$ cat src/rtl/int_wb_port_arbiter.sv
// int_wb_port_arbiter
// Merges the ALU1 and MUL/DIV result streams into one PRF write / ROB
// completion port. ALU has fixed priority. A MUL/DIV result that loses
// arbitration waits in a small in-order FIFO. The FIFO drains on the first
// cycle that has no ALU result.
// Optional feature macro: WB_ARB_PERF_CNT_EN (defer counter and peak
// occupancy). When it is undefined, both perf ports are tied to 0.
//
// Stream protocol: both result inputs are valid-only. A result is consumed in
// every cycle its valid is high, and there is no ready. The ALU path is never
// back-pressured. The MUL/DIV producer must stop issuing while
// muldiv_hold_o is high. One result already in flight still fits in the FIFO.
module int_wb_port_arbiter #(
    parameter int XLEN   = 32,
    parameter int PRF_AW = 6,
    parameter int ROB_TW = 5,
    parameter int DEPTH  = 4
) (
    input  logic                     clk,
    input  logic                     rst_n,
    input  logic                     stall_i,
    input  logic                     flush_i,
    input  logic                     alu_valid_i,
    input  logic [PRF_AW-1:0]        alu_addr_i,
    input  logic [XLEN-1:0]          alu_data_i,
    input  logic [ROB_TW-1:0]        alu_tag_i,
    input  logic                     md_valid_i,
    input  logic [PRF_AW-1:0]        md_addr_i,
    input  logic [XLEN-1:0]          md_data_i,
    input  logic [ROB_TW-1:0]        md_tag_i,
    output logic                     wb_valid_o,
    output logic [PRF_AW-1:0]        wb_addr_o,
    output logic [XLEN-1:0]          wb_data_o,
    output logic [ROB_TW-1:0]        wb_tag_o,
    output logic                     wb_src_o,
    output logic                     muldiv_hold_o,
    output logic                     overflow_o,
    output logic [31:0]              perf_defer_o,
    output logic [$clog2(DEPTH):0]   perf_maxocc_o
);

    localparam int AW = $clog2(DEPTH);
    localparam int PW = AW + 1;
    localparam int EW = PRF_AW + XLEN + ROB_TW;

    logic [EW-1:0] mem [DEPTH];
    logic [PW-1:0] wr_ptr, rd_ptr;
    logic [PW-1:0] wr_ptr_nxt, rd_ptr_nxt;
    logic [PW-1:0] fifo_count;
    logic          fifo_empty, fifo_full;
    logic          active, do_deq, md_defer, do_enq, md_drop;
    logic [EW-1:0] head;

    // Occupancy flags come from the extra pointer MSB (wrap modulo 2*DEPTH).
    always_comb begin
        fifo_count = wr_ptr - rd_ptr;
        fifo_empty = (wr_ptr == rd_ptr);
        fifo_full  = (wr_ptr[PW-1] != rd_ptr[PW-1]) &&
                     (wr_ptr[AW-1:0] == rd_ptr[AW-1:0]);
    end

    assign muldiv_hold_o = (fifo_count >= PW'(DEPTH - 1));
    assign head          = mem[rd_ptr[AW-1:0]];

    // Arbitration: ALU wins. The FIFO head comes next, then a direct MUL/DIV
    // result. A MUL/DIV result must be deferred when it loses. It is dropped
    // only when the FIFO is full and nothing drains in the same cycle.
    always_comb begin
        active   = !stall_i && !flush_i;
        do_deq   = active && !alu_valid_i && !fifo_empty;
        md_defer = active && md_valid_i && (alu_valid_i || !fifo_empty);
        do_enq   = md_defer && (!fifo_full || do_deq);
        md_drop  = md_defer && !do_enq;
    end

    // Next pointer values. Flush empties the FIFO. Stall leaves it untouched.
    always_comb begin
        wr_ptr_nxt = wr_ptr;
        rd_ptr_nxt = rd_ptr;
        if (flush_i) begin
            wr_ptr_nxt = '0;
            rd_ptr_nxt = '0;
        end else begin
            if (do_enq) wr_ptr_nxt = wr_ptr + 1'b1;
            if (do_deq) rd_ptr_nxt = rd_ptr + 1'b1;
        end
    end

    // Pointer registers.
    always_ff @(posedge clk or negedge rst_n) begin
        if (!rst_n) begin
            wr_ptr <= '0;
            rd_ptr <= '0;
        end else begin
            wr_ptr <= wr_ptr_nxt;
            rd_ptr <= rd_ptr_nxt;
        end
    end

    // FIFO storage. Contents are only meaningful between the two pointers.
    always_ff @(posedge clk) begin
        if (do_enq) mem[wr_ptr[AW-1:0]] <= {md_addr_i, md_data_i, md_tag_i};
    end

    // Registered write-back port. Address, data and tag hold when idle.
    always_ff @(posedge clk or negedge rst_n) begin
        if (!rst_n) begin
            wb_valid_o <= 1'b0;
            wb_addr_o  <= '0;
            wb_data_o  <= '0;
            wb_tag_o   <= '0;
            wb_src_o   <= 1'b0;
        end else if (flush_i) begin
            wb_valid_o <= 1'b0;
        end else if (!stall_i) begin
            if (alu_valid_i) begin
                wb_valid_o <= 1'b1;
                wb_addr_o  <= alu_addr_i;
                wb_data_o  <= alu_data_i;
                wb_tag_o   <= alu_tag_i;
                wb_src_o   <= 1'b0;
            end else if (!fifo_empty) begin
                wb_valid_o <= 1'b1;
                {wb_addr_o, wb_data_o, wb_tag_o} <= head;
                wb_src_o   <= 1'b1;
            end else if (md_valid_i) begin
                wb_valid_o <= 1'b1;
                wb_addr_o  <= md_addr_i;
                wb_data_o  <= md_data_i;
                wb_tag_o   <= md_tag_i;
                wb_src_o   <= 1'b1;
            end else begin
                wb_valid_o <= 1'b0;
            end
        end
    end

    // Sticky overflow flag. Only reset clears it.
    always_ff @(posedge clk or negedge rst_n) begin
        if (!rst_n) overflow_o <= 1'b0;
        else if (md_drop) overflow_o <= 1'b1;
    end

    // A dropped MUL/DIV result means the upstream producer ignored muldiv_hold_o.
    a_no_md_drop: assert property (@(posedge clk) disable iff (!rst_n) !md_drop)
        else $warning("protocol violation: MUL/DIV result dropped while defer FIFO full");

`ifdef WB_ARB_PERF_CNT_EN
    logic [31:0]   defer_cnt;
    logic [AW:0]   maxocc;
    logic [PW-1:0] count_nxt;

    assign count_nxt = wr_ptr_nxt - rd_ptr_nxt;

    // Saturating defer counter and peak occupancy. Flush does not clear them.
    always_ff @(posedge clk or negedge rst_n) begin
        if (!rst_n) begin
            defer_cnt <= '0;
            maxocc    <= '0;
        end else begin
            if (do_enq && (defer_cnt != 32'hFFFF_FFFF)) defer_cnt <= defer_cnt + 32'd1;
            if (count_nxt > maxocc) maxocc <= count_nxt;
        end
    end

    assign perf_defer_o  = defer_cnt;
    assign perf_maxocc_o = maxocc;
`else
    assign perf_defer_o  = '0;
    assign perf_maxocc_o = '0;
`endif

endmodule

$ cat config.mk
export PLATFORM = sky130hd
export DESIGN_NAME = int_wb_port_arbiter
export DESIGN_NICKNAME = d
export VERILOG_FILES = /design/src/rtl/int_wb_port_arbiter.sv
export SDC_FILE = /design/constraint.sdc
export NUM_CORES = 1
export LEC_CHECK = 0
export CAP_MARGIN = 30
export CORE_MARGIN = 2
export CORE_UTILIZATION = 45
export DETAILED_ROUTE_END_ITERATION = 8
export GPL_TIMING_DRIVEN = 0
export PLACE_DENSITY = 0.71
export SYNTH_ARGS = -nofsm -noshare
export SYNTH_HDL_FRONTEND = slang
export SYNTH_SLANG_ARGS = --single-unit
$ cat constraint.sdc
create_clock -name clk -period 5.1 [get_ports clk]
set_clock_uncertainty 0.15 [all_clocks]
set_input_delay 1.53 -clock clk [delete_from_list [all_inputs] [get_ports clk]]
set_output_delay 1.53 -clock clk [all_outputs]
set_load 0.01 [all_outputs]
**Yosys cells after proc, flatten, opt, wreduce, memory -nomap -nowiden**

Memory sizes are Yosys's and may differ from the RTL's.
Index checks and enable logic that the tools add are counted.

- Logic and storage cells: 62
- Memory bits (writable): 172
- Bits of input ports: 92
- Register bits: 52
- Memories kept: 1

Memory list:

| name | words | width | read ports | clocked after memory_dff | write ports | RTL line | RTL |
|---|---|---|---|---|---|---|---|
| mem | 4 | 43 | 1 | 0 | 1 | 46 | `logic [EW-1:0] mem [DEPTH];` |

- Eq/ne operators: 5
- Bitwise operators: 2
- Add/sub/neg operators: 3
- Muxes and demuxes: 23
- Order comparisons: 1
- Reduce and logical (&&, ||, !) cells: 19

Operators with widths:

| cell | number |
|---|---|
| 2-to-1 mux 32 bit | 3 |
| 2-to-1 mux 6 bit | 3 |
| 2-to-1 mux 5 bit | 3 |
| 2-to-1 mux 3 bit | 4 |
| 2-to-1 mux 1 bit | 10 |
| logical AND 1 bit | 8 |
| adder 3 x 1 -> 3 bit (second input constant) | 2 |
| zero test 1 bit | 6 |
| nonzero test 2 bit | 2 |
| equality test 3 bit | 1 |
| greater-or-equal comparator 3 x 2 -> 1 bit (second input constant) | 1 |
| != test 3 bit (second input constant) | 1 |
| AND reduction 3 bit | 1 |
| subtractor 3 bit | 1 |
| equality test 2 bit | 1 |
| logical OR 1 bit | 2 |
| != test 2 x 1 -> 1 bit (second input constant) | 1 |
| NOT 1 bit | 2 |
| != test 1 bit | 1 |

**Depth between registers and ports, before layout**

Gate-level depths: netlist (run 1).

- Word-level depth: 8
- Mapped depth: 10
- Depth with buffers taken out: 6

**Worst setup path before layout (run 1)**

OpenSTA, ideal clock, no wires.

- Kind: input-to-reg
- Start: input port flush_i
- End: memory mem[3][0] (netlist name), enable pin
- Data arrival time: 3.998 ns
- Stages on the path: 4
- Setup slack: 0.509 ns
- Cell sequence: buf_1 nor2_1 o211ai_1 nor2_1

- Longest elaborated chain between the ends: 8

Ends and longest elaborated chain:

| element | RTL line | RTL |
|---|---|---|
| from (decl) | 22 | `input logic flush_i,` |
| zero test 1 bit * | 69 | `active = !stall_i && !flush_i;` |
| logical AND 1 bit * | 69 |  |
| logical AND 1 bit (2 in a row) | 70 | `do_deq = active && !alu_valid_i && !fifo_empty;` |
| logical OR 1 bit | 72 | `do_enq = md_defer && (!fifo_full \|\| do_deq);` |
| logical AND 1 bit * | 72 |  |
| 2-to-1 mux 1 bit * | 102 | `if (do_enq) mem[wr_ptr[AW-1:0]] <= {md_addr_i, md_data_i, md_tag_i};` |
| 2-to-1 mux 1 bit (implied by the code) * | 102 |  |
| to (decl) | 46 |  |

Mark *: on every way between the ends. The rest lies on a longest branch, timed or not.

**Worst setup path after layout (run 1)**

- Start: register rd_ptr[1]
- End: output port muldiv_hold_o

- Longest elaborated chain between the ends: 2

Ends and longest elaborated chain:

| element | RTL line | RTL |
|---|---|---|
| from (decl) | 47 | `logic [PW-1:0] wr_ptr, rd_ptr;` |
| from (signal assigned) | 96 | `rd_ptr <= rd_ptr_nxt;` |
| subtractor 3 bit | 56 | `fifo_count = wr_ptr - rd_ptr;` |
| greater-or-equal comparator 3 x 2 -> 1 bit | 62 | `assign muldiv_hold_o = (fifo_count >= PW'(DEPTH - 1));` |
| to (decl) | 36 | `output logic muldiv_hold_o,` |

No other way between the ends.

==> results.yml, run 1 <==
layout:
  synthToLayoutAreaGrowth_pct: 28.1
  n_antenna_cell: 0
  multi_input_area_mm2: 0.00290
  drive_gt1_share_pct: 16.9
  fin_util_pct: 59.0
  area.sequential_mm2: 0.00647
  num-fill-cells: 1605
  fin_nets: 914
timing:
  hold_violations: 0
  hold_ws_ns: 0.331
  worst_slew_pin_slew_ns: 0.866
  maxSlewHeadroom_pct: 41.9
  setup_viol: 0
  rsz0062_at_grt: "false"
  fin_crit_sh_pct: 91.3
  fmax_mhz: 215
  period_minus_slack_ns: 4.66
  setup_tns_ns: 0
  finalMaxSlewViolations: 0
run_status:
  outcome: "complete, no violations"
power:
  p_sw_mw: 1.00
  p_comb_share_pct: 12.5
  p_sw_share_pct: 22.9
  ir_worst_vdd_v: 0.000223
  powerDensity_mw_per_mm2: 351
  power_frac_seq_pct: 47.7
  clkPwrFrac_pct: 39.8
  p_int_mw: 3.38
  p_leak_nw: 4.45
logic_synthesis:
  synth_area_leaders: "edfxtp_1 (53%), dfrtp_1 (13%), mux4_2 (9.3%), o31ai_1 (3.4%), a211oi_1 (3.3%)"
  syn_area_per_cell_um2: 15.9
  ys_seq_area_share_pct: 66.4
  synthTopCellsByCount: "edfxtp_1 (172), dfrtp_1 (52), nand2_1 (46), o31ai_1 (44)"
  synth_compound_area_share_pct: 11.0
  ys.flop_type: "edfxtp_1"
  yosys.area_share.simple_pct: 5.23
  ys_types: 35
  synth_top_area_share_pct: 53.0
  yosysMostFrequentCell: "edfxtp_1"
  synthCells: 613
  yosysWarningCount: 0
  async_flop_share_pct: 23.2
  postSynthRegisterBits: 224
  synth_edf_count: 172
  synth_top_family_by_area: "compound AO/OA/AOI/OAI gates"
  synthMuxAreaShare_pct: 10.2
  syn_area_mm2: 0.00974
  yosys.area.top_type: "edfxtp_1"
  synth_fa_ha_area_share_pct: 1.11
  synthXorXnorAreaFrac_pct: 0.861
drt:
  drcViolationCount: 0
  drtAntennaViolNets: 0
  dr.pass1.iters: 5
  wirelength_um: 23200
  vias: 6073
  routedWlPerCell_um: 20.9
  drt_iter0_drc: 380
  vias_per_cell: 5.49
clocking:
  cts_root_buffer: "clkbuf_16"
  cts_buffers: 24
  cts_resized: 0
  holdBufCountCts: 0
  cts_sinks: 224
  clk_latency_ns: 0.52
  cts.clk_slew.worst_paths_ns: 0.06
  post-cts-setup-buffers: 0
  clockBufferDepth: 3
  htreeDepth: 1
  cts_tree: "done"
die:
  die_area_mm2: 0.0228
  ios: 174
  start_util_pct: 46.0
  num_rows: 53
  die_h_um: 151
  core-area_mm2: 0.0212
  die_x_um: 151
worst_setup_path:
  path_max_fanout: 10
  worstSetupStartpointType: "flop"
  cp-end-kind: "output pin"
  crit_arrival_ns: 2.98
  path_class: "flop to output pin"
  cp.required_ns: 3.42
worst_hold_path:
  hold_class: "flop to flop"
place:
  place_hpwl_um: 15800
  portBuffers: 136
  gp_congestion: 0.793
global_route:
  antenna_found_initial: 0
  grt_use_total_pct: 20.5
  grt_max_degree: 32
  grt_overflow: 0
  grt_pass1_vias: 6263
  grt_pass1_wl_um: 35300
flow_run:
  maxCapViolations: 0
## power by group through the flow
stage / Clock, mW / Combinational [mW] / Sequential [mW]
6_report: 1.74 / 0.549 / 2.09
5_1_grt: 1.84 / 0.593 / 2.10
4_1_cts: 1.76 / 0.554 / 2.09
3_5_place_dp: 0 / 0.552 / 2.13
3_3_place_gp: 0 / 0.532 / 2.13
2_1_floorplan: 0 / 0.208 / 2.16
## worst max-delay path, cell delays in order (launching register included)
cell and delay [ns]:
dfrtp_1 0.34, buf_2 0.21, buf_2 0.32, inv_1 0.13, fa_1 0.52, inv_1 0.04
o21ai_0 0.30, clkdlybuf4s50_1 0.61
## flip-flops by register name (all words and copies together) (netlist names)
register and count:
mem 172, wb_valid_o 1, wr_ptr 3, overflow_o 1, wb_src_o 1, wb_tag_o 5, wb_data_o 32, wb_addr_o 6
rd_ptr 3
## cells in the final DEF (no fill, tap or decap), types with 27 or more instances in the layout
cell,netlist,routed
edfxtp_1,172,172
clkdlybuf4s50_1,0,135
dfrtp_1,52,52
nand2_1,46,46
o31ai_1,44,44
a211oi_1,43,43
nor2b_1,43,43
a21boi_0,41,41
mux4_2,40,40
buf_4,36,36
conb_1,1,35
clkbuf_1,24,27
## cells by family after synthesis
kind of cell               after synthesis
AOI/OAI and AO/OA                      141
xor gates and xnor gates                 7
adders and majority gates                8
buffers and inverters                   85
DFF                                    224
muxes                                   44
other                                    1
and+or+nand+nor                        103
## metrics by stage
step / setup slack, ns / total power, mW / cells / area, um2
global placement: -1.47 / 2.66 / 1058 / 11600
detailed placement: 0.933 / 2.68 / 1063 / 11700
finish: 0.441 / 4.38 / 1107 / 12500
CTS: 0.444 / 4.41 / 1107 / 12500
floorplan: 0.509 / 2.36 / 647 / 9860
global route: 0.241 / 4.53 / 1107 / 12500
## worst paths after layout
check	startpoint	slack, ns	endpoint	depth (start not counted)
max	rd_ptr[1]$_DFFE_PN0P_	0.44	muldiv_hold_o	7
min	wb_data_o[8]$_DFFE_PN0P_	0.33	wb_data_o[8]$_DFFE_PN0P_	2
max reg2reg	rd_ptr[1]$_DFFE_PN0P_	1.75	wb_data_o[12]$_DFFE_PN0P_	9
min reg2reg	wb_data_o[8]$_DFFE_PN0P_	0.33	wb_data_o[8]$_DFFE_PN0P_	2
max in group asynchronous	rst_n	3.33	wb_tag_o[2]$_DFFE_PN0P_	2
min in group asynchronous	rst_n	0.85	wb_data_o[13]$_DFFE_PN0P_	1
## per-layer routing
metal | global-route usage [%] | wire length (um) | vias up
li1 | - | - | 2712
met1 | 26.6 | 9250 | 3082
met2 | 35.8 | 11800 | 244
met3 | 3.64 | 1650 | 35
met4 | 5.56 | 484 | 0
met5 | 0 | 0 | -
## final cells by class
cell class | instances | area share (%)
multi-input combinational | 338 | 23.3
clock buffer | 29 | 5.13
timing repair buffer | 141 | 11.7
clock inverter | 15 | 1.26
sequential | 224 | 51.8
tap | 275 | 2.76
inverter | 7 | 0.211
buffer | 78 | 3.84
(Power assumes the default switching activity.)
==> run 2: changes to the inputs <==
clock period = 4.9 ns   (was 5.1 ns; I/O delays follow)
==> results of run 2 <==
The final DEF is identical to that of run 1. Status: complete, no violations.
Among the figures that moved: setup slack after placement 0.933 ns -> 0.793 ns; setup slack after layout 0.441 ns -> 0.301 ns; register-to-register setup slack 1.75 ns -> 1.55 ns; total power 4.38 mW -> 4.56 mW; worst IR drop on VDD 0.000223 V -> 0.000232 V
==> run 3: changes to the inputs <==
ABC_AREA = 0   (was not set)
==> results of run 3 <==
The final DEF is identical to that of run 1. Status: complete, no violations.
Among the figures that moved: setup slack after placement 0.933 ns -> 0.793 ns; setup slack after layout 0.441 ns -> 0.301 ns; register-to-register setup slack 1.75 ns -> 1.55 ns; total power 4.38 mW -> 4.56 mW; worst IR drop on VDD 0.000223 V -> 0.000232 V
